### config.mk
export PLATFORM = sky130hd
export DESIGN_NAME = arcade_input_mapper
export DESIGN_NICKNAME = d
export VERILOG_FILES = /design/src/rtl/arcade_input_mapper.sv
export SDC_FILE = /design/constraint.sdc
export NUM_CORES = 1
export LEC_CHECK = 0
export CAP_MARGIN = 20
export CORE_MARGIN = 1
export CORE_UTILIZATION = 55
export CTS_CLUSTER_SIZE = 25
export DETAILED_ROUTE_END_ITERATION = 7
export GPL_TIMING_DRIVEN = 1
export PLACE_DENSITY = 0.81
export SYNTH_ARGS = -nofsm -noshare
export SYNTH_HDL_FRONTEND = slang
export SYNTH_SLANG_ARGS = --single-unit
### constraint.sdc
create_clock -name clk_sys -period 7.71 [get_ports clk_sys]
set_input_delay 1.1565 -clock clk_sys [delete_from_list [all_inputs] [get_ports clk_sys]]
set_output_delay 1.1565 -clock clk_sys [all_outputs]
set_load 0.005 [all_outputs]
### src/rtl/arcade_input_mapper.sv
// Maps PS/2 key events through a loadable keymap and merges them with joystick
// words into registered per-player button vectors (rotation, coin stretch, autofire).
module arcade_input_mapper #(
    parameter int          PLAYERS   = 2,
    parameter int          BUTTONS   = 4,
    parameter int          MAP_DEPTH = 32,
    parameter logic [15:0] COIN_HOLD = 16'd6000,
    parameter logic [15:0] AF_DIV    = 16'd3000
) (
    input  logic                           clk_sys,
    input  logic                           reset_n,
    input  logic                           ce,
    input  logic [10:0]                    ps2_key,
    input  logic [16*PLAYERS-1:0]          joy_in,
    input  logic                           map_wr,
    input  logic [$clog2(MAP_DEPTH)-1:0]   map_addr,
    input  logic [15:0]                    map_data,
    input  logic [1:0]                     rotate,
    input  logic [BUTTONS*PLAYERS-1:0]     af_en,
    output logic [(BUTTONS+6)*PLAYERS-1:0] btn_out,
    output logic [7:0]                     drop_cnt,
    output logic                           busy
);
    localparam int         NB       = BUTTONS + 6;
    localparam int         AW       = $clog2(MAP_DEPTH);
    localparam int         FBW      = $clog2(NB);
    localparam logic [3:0] FIRE_END = 4'(4 + BUTTONS);

    typedef enum logic {IDLE, SCAN} state_t;

    logic [15:0] map_mem [MAP_DEPTH];

    state_t        state_q;
    logic [AW-1:0] idx_q;
    logic          old_tog_q;
    logic          pend_vld_q;
    logic          pend_press_q;
    logic [8:0]    pend_code_q;
    logic          cur_press_q;
    logic [8:0]    cur_code_q;
    logic [7:0]    drop_q;

    logic          evt;
    logic          take;
    logic [15:0]   ent;
    logic          func_ok;
    logic [FBW-1:0] func_bit;
    logic          scan_hit;

    assign evt  = ps2_key[10] != old_tog_q;
    assign take = (state_q == IDLE) && pend_vld_q;

    always_ff @(posedge clk_sys) begin
        if (map_wr) begin
            map_mem[map_addr] <= map_data;
        end
    end

    // Asynchronous read: the scan sees each entry as it stands in the cycle it is examined.
    assign ent = map_mem[idx_q];

    always_comb begin
        func_ok  = 1'b0;
        func_bit = '0;
        if (ent[12:9] < FIRE_END) begin
            func_ok  = 1'b1;
            func_bit = FBW'(ent[12:9]);
        end else if (ent[12:9] == 4'd12) begin
            func_ok  = 1'b1;
            func_bit = FBW'(BUTTONS + 4);
        end else if (ent[12:9] == 4'd13) begin
            func_ok  = 1'b1;
            func_bit = FBW'(BUTTONS + 5);
        end
    end

    assign scan_hit = (state_q == SCAN) && ent[15] && (ent[8:0] == cur_code_q) && func_ok;

    // The scanned event moves out of the pending slot, so one more event can queue behind it.
    always_ff @(posedge clk_sys) begin
        if (!reset_n) begin
            state_q      <= IDLE;
            idx_q        <= '0;
            old_tog_q    <= ps2_key[10];
            pend_vld_q   <= 1'b0;
            pend_press_q <= 1'b0;
            pend_code_q  <= '0;
            cur_press_q  <= 1'b0;
            cur_code_q   <= '0;
            drop_q       <= '0;
        end else begin
            old_tog_q <= ps2_key[10];
            case (state_q)
                IDLE: begin
                    if (pend_vld_q) begin
                        state_q     <= SCAN;
                        idx_q       <= '0;
                        cur_press_q <= pend_press_q;
                        cur_code_q  <= pend_code_q;
                    end
                end
                SCAN: begin
                    idx_q <= idx_q + AW'(1);
                    if (&idx_q) begin
                        state_q <= IDLE;
                    end
                end
            endcase
            if (evt) begin
                if (!pend_vld_q || take) begin
                    pend_vld_q   <= 1'b1;
                    pend_press_q <= ps2_key[9];
                    pend_code_q  <= ps2_key[8:0];
                end else if (drop_q != 8'hFF) begin
                    drop_q <= drop_q + 8'd1;
                end
            end else if (take) begin
                pend_vld_q <= 1'b0;
            end
        end
    end

    assign busy     = (state_q == SCAN);
    assign drop_cnt = drop_q;

    genvar gi, gj;
    generate
        for (gi = 0; gi < PLAYERS; gi++) begin : g_player
            logic [NB-1:0]      key_q;
            logic [NB-1:0]      raw;
            logic [NB-1:0]      out_d;
            logic [NB-1:0]      btn_q;
            logic [3:0]         dir;
            logic [BUTTONS-1:0] fire;
            logic               coin_prev_q;
            logic [15:0]        coin_cnt_q;
            logic               coin_out;
            logic               unused_joy;

            assign unused_joy = ^joy_in[16*gi+BUTTONS+5 +: 11-BUTTONS];
            // Joystick bits already sit in function order; it carries no coin.
            assign raw = key_q | {1'b0, joy_in[16*gi +: BUTTONS+5]};

            always_ff @(posedge clk_sys) begin
                if (!reset_n) begin
                    key_q <= '0;
                end else if (scan_hit && (ent[14:13] == 2'(gi))) begin
                    key_q[func_bit] <= cur_press_q;
                end
            end

            // dir and raw[3:0] are both {U,D,L,R}.
            always_comb begin
                dir = raw[3:0];
                case (rotate)
                    2'd1:    dir = {raw[1], raw[0], raw[2], raw[3]};
                    2'd2:    dir = {raw[0], raw[1], raw[3], raw[2]};
                    2'd3:    dir = {raw[2], raw[3], raw[0], raw[1]};
                    default: dir = raw[3:0];
                endcase
            end

            always_ff @(posedge clk_sys) begin
                if (!reset_n) begin
                    coin_prev_q <= 1'b0;
                    coin_cnt_q  <= '0;
                end else begin
                    coin_prev_q <= raw[NB-1];
                    if (raw[NB-1] && !coin_prev_q) begin
                        coin_cnt_q <= COIN_HOLD;
                    end else if (ce && (coin_cnt_q != 16'd0)) begin
                        coin_cnt_q <= coin_cnt_q - 16'd1;
                    end
                end
            end

            assign coin_out = raw[NB-1] | (coin_cnt_q != 16'd0);

            for (gj = 0; gj < BUTTONS; gj++) begin : g_fire
                logic [15:0] af_cnt_q;
                logic        af_low_q;
                logic        held;

                assign held = raw[4+gj];

                // Phase is held at "high" while released so each press starts with a high half.
                always_ff @(posedge clk_sys) begin
                    if (!reset_n || !held) begin
                        af_cnt_q <= '0;
                        af_low_q <= 1'b0;
                    end else if (ce) begin
                        if (af_cnt_q == AF_DIV - 16'd1) begin
                            af_cnt_q <= '0;
                            af_low_q <= ~af_low_q;
                        end else begin
                            af_cnt_q <= af_cnt_q + 16'd1;
                        end
                    end
                end

                assign fire[gj] = af_en[gi*BUTTONS+gj] ? (held & ~af_low_q) : held;
            end

            assign out_d = {coin_out, raw[BUTTONS+4], fire, dir};

            always_ff @(posedge clk_sys) begin
                if (!reset_n) begin
                    btn_q <= '0;
                end else begin
                    btn_q <= out_d;
                end
            end

            assign btn_out[gi*NB +: NB] = btn_q;
        end
    endgenerate

endmodule

==> summary.md <==
| Metric | Value |
|---|---|
| Status | completed |
| Clock Path Buffers | 3 |
| Terminus of the critical flop-to-flop path | g_player[1].key_q[8] |
| Detailed-route vias per instance | 6.00 |
| Synthesized netlist cell count | 2199 |
| Worst hold path endpoint | g_player[1].btn_q[7] |
| Total global-route track usage | 0.246 |
| Insertion delay of the later-clocked pin in the worst-skew pair | 0.64 ns |
| Portion of total power attributed to the clock network | 0.404 |
| Post-Synthesis Net Count | 2292 |
| Setup CP Type | register to register |
| Worst Clk Skew | 0.0315 ns |
| Required @ worst endpoint | 8.18 ns |
| Reg2Reg Setup Slack | 3.19 ns |
| Number of standard-cell rows in the floorplan | 86 |
| TritonCTS clock tree | done |
| Count of buffers added by post-CTS timing repair for setup | 0 |
| Sort of element at the start of the critical path | register |
| Max-cap check violation count | 0 |
| Worst reg2reg path depth | 10 |
| Worst Path Arrival | 4.99 ns |
| Area of the core region | 55100 sq um |
| Combinational share of power | 0.078 |
| Routed wire per std cell | 22.3 um |
| Endpoint class of the critical path | register |
| Sequential-to-total area share from yosys stat | 0.665 |
| CTS H-tree lvls | 3 |
| Worst Hold Path Cells | 1 |
| Number of buffers inserted by port buffering | 92 |
| Utilization after layout | 0.634 |
| Unrepaired setup endpoints after global routing | no |
| Final-report max-slew violation count | 0 |
| Number of top-level pins | 107 |
| Via count of the first global-routing pass | 18.4k |
| Max-Slew Margin vs Limit | 0.225 |
| Total Negative Setup Slacks | 0 ns |
| Synthesized area | 30700 sq um |
| Floorplan die area | 56800 sq um |
| Aggregate routed wire length | 69400 um |
| Internal power | 6.80 mW |
| Fraction of the cycle the final worst path needs | 0.586 |
| Number of enable-type register cells in the synthesized netlist | 512 |
| Peak supply drop | 0.179 mV |
| Iteration-0 DRC Markers | 1832 |
| Layout cell share with drive strength beyond 1 | 0.137 |
| Final #Nets | 2397 |
| Critical Path Fanout Max | 57 |
| Library cells used by synthesis | 54 |
| Number of buffers created by CTS | 75 |
| Total power divided by cell area | 253 nW/um^2 |
| Clock-pin slew reported for the worst setup and hold paths after clock tree synthesis | 0.06 ns |
| Flip-flop and latch count after synthesis | 763 |
| Async set or reset register ratio after synthesis | 0 |
| Cell chosen for the clock root | sky130_fd_sc_hd__clkbuf_16 |
| Antenna Nets Post-Route | 0 |
| Switching Fraction | 0.230 |
| Initial standard-cell utilization of the core | 0.557 |
| Die width | 238 um |
| Transition time at the pin with the least slew margin | 1.16 ns |
| Clock tree sinks | 763 |
| FMAX | 221 MHz |
| Drc violations | 0 |
| Worst min-delay path category | register to register |
| Grt ovf | 0 |
| Vertical extent of the die | 238 um |
| Count of vias placed by the detailed router | 18.7k |
| Final setup vio count | 0 |
| Seq pwr share | 0.518 |
| Mean instance size in the synthesized netlist | 14.0 sq um |
| Pin count of the biggest net entering global routing | 111 |
| Layout overhead on the synthesized area | 13.8% |
| Pre-antenna DRT Iters | 5 |
| Post-DP HPWL | 40500 um |
| Net switching power figure | 2.04 mW |
| Number of hold-slack violations in the final timing report | 0 |
| Start point of the worst hold path | g_player[1].g_fire[3].af_low_q |
| Post-CTS resize count | 0 |
| Number of warnings issued by yosys | 0 |
| Hold buffer count at CTS | 0 |
| Dominant register cell in the synthesized netlist | sky130_fd_sc_hd__edfxtp_1 |
| Final GP Congestion | 0.828 |
| Shortest period the worst path allows | 4.52 ns |
| First-pass GRT wire length | 106000 um |
| Static Leak | 11.2 nW |
| Initial antenna violation count | 3 |
==> cells in the mapped netlist, types with 4 or more instances <==
master | instances | area, sq um
sky130_fd_sc_hd__inv_1 | 10 | 37.5
sky130_fd_sc_hd__nand3b_1 | 9 | 67.6
sky130_fd_sc_hd__nand2_1 | 132 | 495
sky130_fd_sc_hd__and2_1 | 11 | 68.8
sky130_fd_sc_hd__ha_1 | 15 | 188
sky130_fd_sc_hd__mux4_2 | 91 | 2050
sky130_fd_sc_hd__a41oi_1 | 4 | 35.0
sky130_fd_sc_hd__and3_1 | 22 | 138
sky130_fd_sc_hd__xor2_1 | 92 | 806
sky130_fd_sc_hd__a211oi_1 | 12 | 90.1
sky130_fd_sc_hd__edfxtp_1 | 512 | 15400
sky130_fd_sc_hd__o22ai_1 | 13 | 81.3
sky130_fd_sc_hd__nand2b_1 | 19 | 119
sky130_fd_sc_hd__nor3_1 | 41 | 205
sky130_fd_sc_hd__buf_1 | 8 | 30.0
sky130_fd_sc_hd__mux2i_1 | 127 | 1270
sky130_fd_sc_hd__a22oi_1 | 29 | 218
sky130_fd_sc_hd__clkbuf_1 | 66 | 248
sky130_fd_sc_hd__nor2b_1 | 16 | 100
sky130_fd_sc_hd__nor4b_1 | 5 | 43.8
sky130_fd_sc_hd__nand4_1 | 70 | 438
sky130_fd_sc_hd__nor4_1 | 20 | 125
sky130_fd_sc_hd__o221ai_1 | 10 | 87.6
sky130_fd_sc_hd__a21boi_0 | 9 | 67.6
sky130_fd_sc_hd__dfxtp_1 | 251 | 5020
sky130_fd_sc_hd__buf_2 | 29 | 145
sky130_fd_sc_hd__or3_1 | 19 | 119
sky130_fd_sc_hd__or2_2 | 5 | 31.3
sky130_fd_sc_hd__nand3_1 | 53 | 265
sky130_fd_sc_hd__o21ai_0 | 25 | 125
sky130_fd_sc_hd__nor3b_1 | 10 | 75.1
sky130_fd_sc_hd__xnor2_1 | 65 | 569
sky130_fd_sc_hd__nor2_1 | 264 | 991
sky130_fd_sc_hd__a21oi_1 | 73 | 365
sky130_fd_sc_hd__mux2_2 | 26 | 293
==> cells in the final DEF (no fill, tap or decap), types with 9 or more instances in the layout <==
cell / instances
sky130_fd_sc_hd__edfxtp_1: 512
sky130_fd_sc_hd__dfxtp_1: 247
sky130_fd_sc_hd__nor2_1: 232
sky130_fd_sc_hd__nand2_1: 132
sky130_fd_sc_hd__mux2i_1: 127
sky130_fd_sc_hd__xor2_1: 92
sky130_fd_sc_hd__mux4_2: 91
sky130_fd_sc_hd__clkdlybuf4s50_1: 90
sky130_fd_sc_hd__clkbuf_16: 78
sky130_fd_sc_hd__a21oi_1: 73
sky130_fd_sc_hd__nand4_1: 70
sky130_fd_sc_hd__xnor2_1: 65
sky130_fd_sc_hd__nand3_1: 53
sky130_fd_sc_hd__buf_4: 43
sky130_fd_sc_hd__nor3_1: 41
sky130_fd_sc_hd__nor2_2: 32
sky130_fd_sc_hd__a22oi_1: 29
sky130_fd_sc_hd__mux2_2: 26
sky130_fd_sc_hd__o21ai_0: 25
sky130_fd_sc_hd__and3_1: 22
sky130_fd_sc_hd__or3_1: 19
sky130_fd_sc_hd__nand2b_1: 19
sky130_fd_sc_hd__nor4_1: 18
sky130_fd_sc_hd__nor2b_1: 16
sky130_fd_sc_hd__ha_1: 15
sky130_fd_sc_hd__clkinv_2: 15
sky130_fd_sc_hd__clkinv_1: 14
sky130_fd_sc_hd__clkbuf_1: 14
sky130_fd_sc_hd__o22ai_1: 13
sky130_fd_sc_hd__a211oi_1: 12
sky130_fd_sc_hd__and2_1: 11
sky130_fd_sc_hd__inv_1: 10
sky130_fd_sc_hd__o221ai_1: 10
sky130_fd_sc_hd__nor3b_1: 10
sky130_fd_sc_hd__nand3b_1: 9
sky130_fd_sc_hd__a21boi_0: 9
==> final cells by class <==
class | instances | area [sq um]
Antenna cell | 1 | 2.50
Clock buffer | 97 | 2060
Clock inverter | 40 | 345
Fill cell | 3848 | 20200
Inverter | 11 | 41.3
Multi-Input combinational cell | 1317 | 9880
Sequential cell | 763 | 20400
Tap cell | 748 | 936
Timing Repair Buffer | 136 | 1250
==> stage by stage <==
| step | total power, mW | hold WS (ns) | worst slack (ns) | area (sq um) | cells |
|---|---|---|---|---|---|
| 2_1_floorplan | 5.12 | 0.427 | 4.62 | 30700 | 2199 |
| 6_report | 8.83 | 0.456 | 3.19 | 34900 | 3113 |
| 3_5_place_dp | 5.34 | 0.445 | 3.26 | 32500 | 2974 |
| 3_3_place_gp | 5.30 | 0.435 | 3.41 | 32500 | 2974 |
| 5_1_grt | 9.13 | 0.461 | 3.06 | 34900 | 3112 |
| 4_1_cts | 8.87 | 0.454 | 3.27 | 34900 | 3111 |
==> sequential cells by signal, summed over array words and instances (netlist names), 5 cells and up, named ones only <==
name and count:
drop_cnt 8, idx_q 5, cur_code_q 9, g_player.coin_cnt_q 32
g_player.key_q 20, g_player.btn_q 20, pend_code_q 9, map_mem 512
g_player.g_fire.af_cnt_q 128, g_player.g_fire.af_low_q 8
==> layer usage <==
metal,GRT usage,wire (um),up-vias
met3,0.0497,5970,167
li1,-,-,8419
met4,0.0936,2340,6
met1,0.327,27800,9238
met5,0,42,-
met2,0.401,33200,858
==> critical path, stage by stage, from the launching register on <==
cell and delay (ns):
sky130_fd_sc_hd__dfxtp_4 0.99, sky130_fd_sc_hd__buf_4 0.69, sky130_fd_sc_hd__mux2i_1 0.16, sky130_fd_sc_hd__a22oi_1 0.25, sky130_fd_sc_hd__a21oi_1 0.11, sky130_fd_sc_hd__nor4_1 0.96, sky130_fd_sc_hd__xor2_1 0.22, sky130_fd_sc_hd__nor4_2 0.32
sky130_fd_sc_hd__buf_4 0.27, sky130_fd_sc_hd__nand4_1 0.15, sky130_fd_sc_hd__mux2i_1 0.16
==> worst max-delay path by stage <==
stage                                           end  slack (ns)
final                          g_player[1].key_q[8]        3.19
after global routing           g_player[1].key_q[4]        3.06
after CTS                      g_player[1].key_q[8]        3.27
after detailed placement       g_player[1].key_q[8]        3.26
after global placement         g_player[0].key_q[5]        3.41
after floorplan           g_player[1].coin_cnt_q[9]        4.62
==> logic make-up after synthesis <==
logic type / Yosys count / synth area share
mux: 245 / 0.118
fa+ha+maj: 15 / 0.00611
xor+xnor: 157 / 0.0448
buf+inv: 119 / 0.0167
flops: 763 / 0.665
compound gates: 188 / 0.0382
simple gates: 712 / 0.111
==> power by group through the flow <==
stage / combinational (mW) / clock (mW) / sequential [mW]
3_5_place_dp: 0.682 / 0 / 4.66
3_3_place_gp: 0.652 / 0 / 4.65
5_1_grt: 0.769 / 3.77 / 4.59
6_report: 0.691 / 3.57 / 4.57
2_1_floorplan: 0.486 / 0 / 4.63
4_1_cts: 0.690 / 3.61 / 4.57
Note: power is estimated with default switching activity, not from simulation.
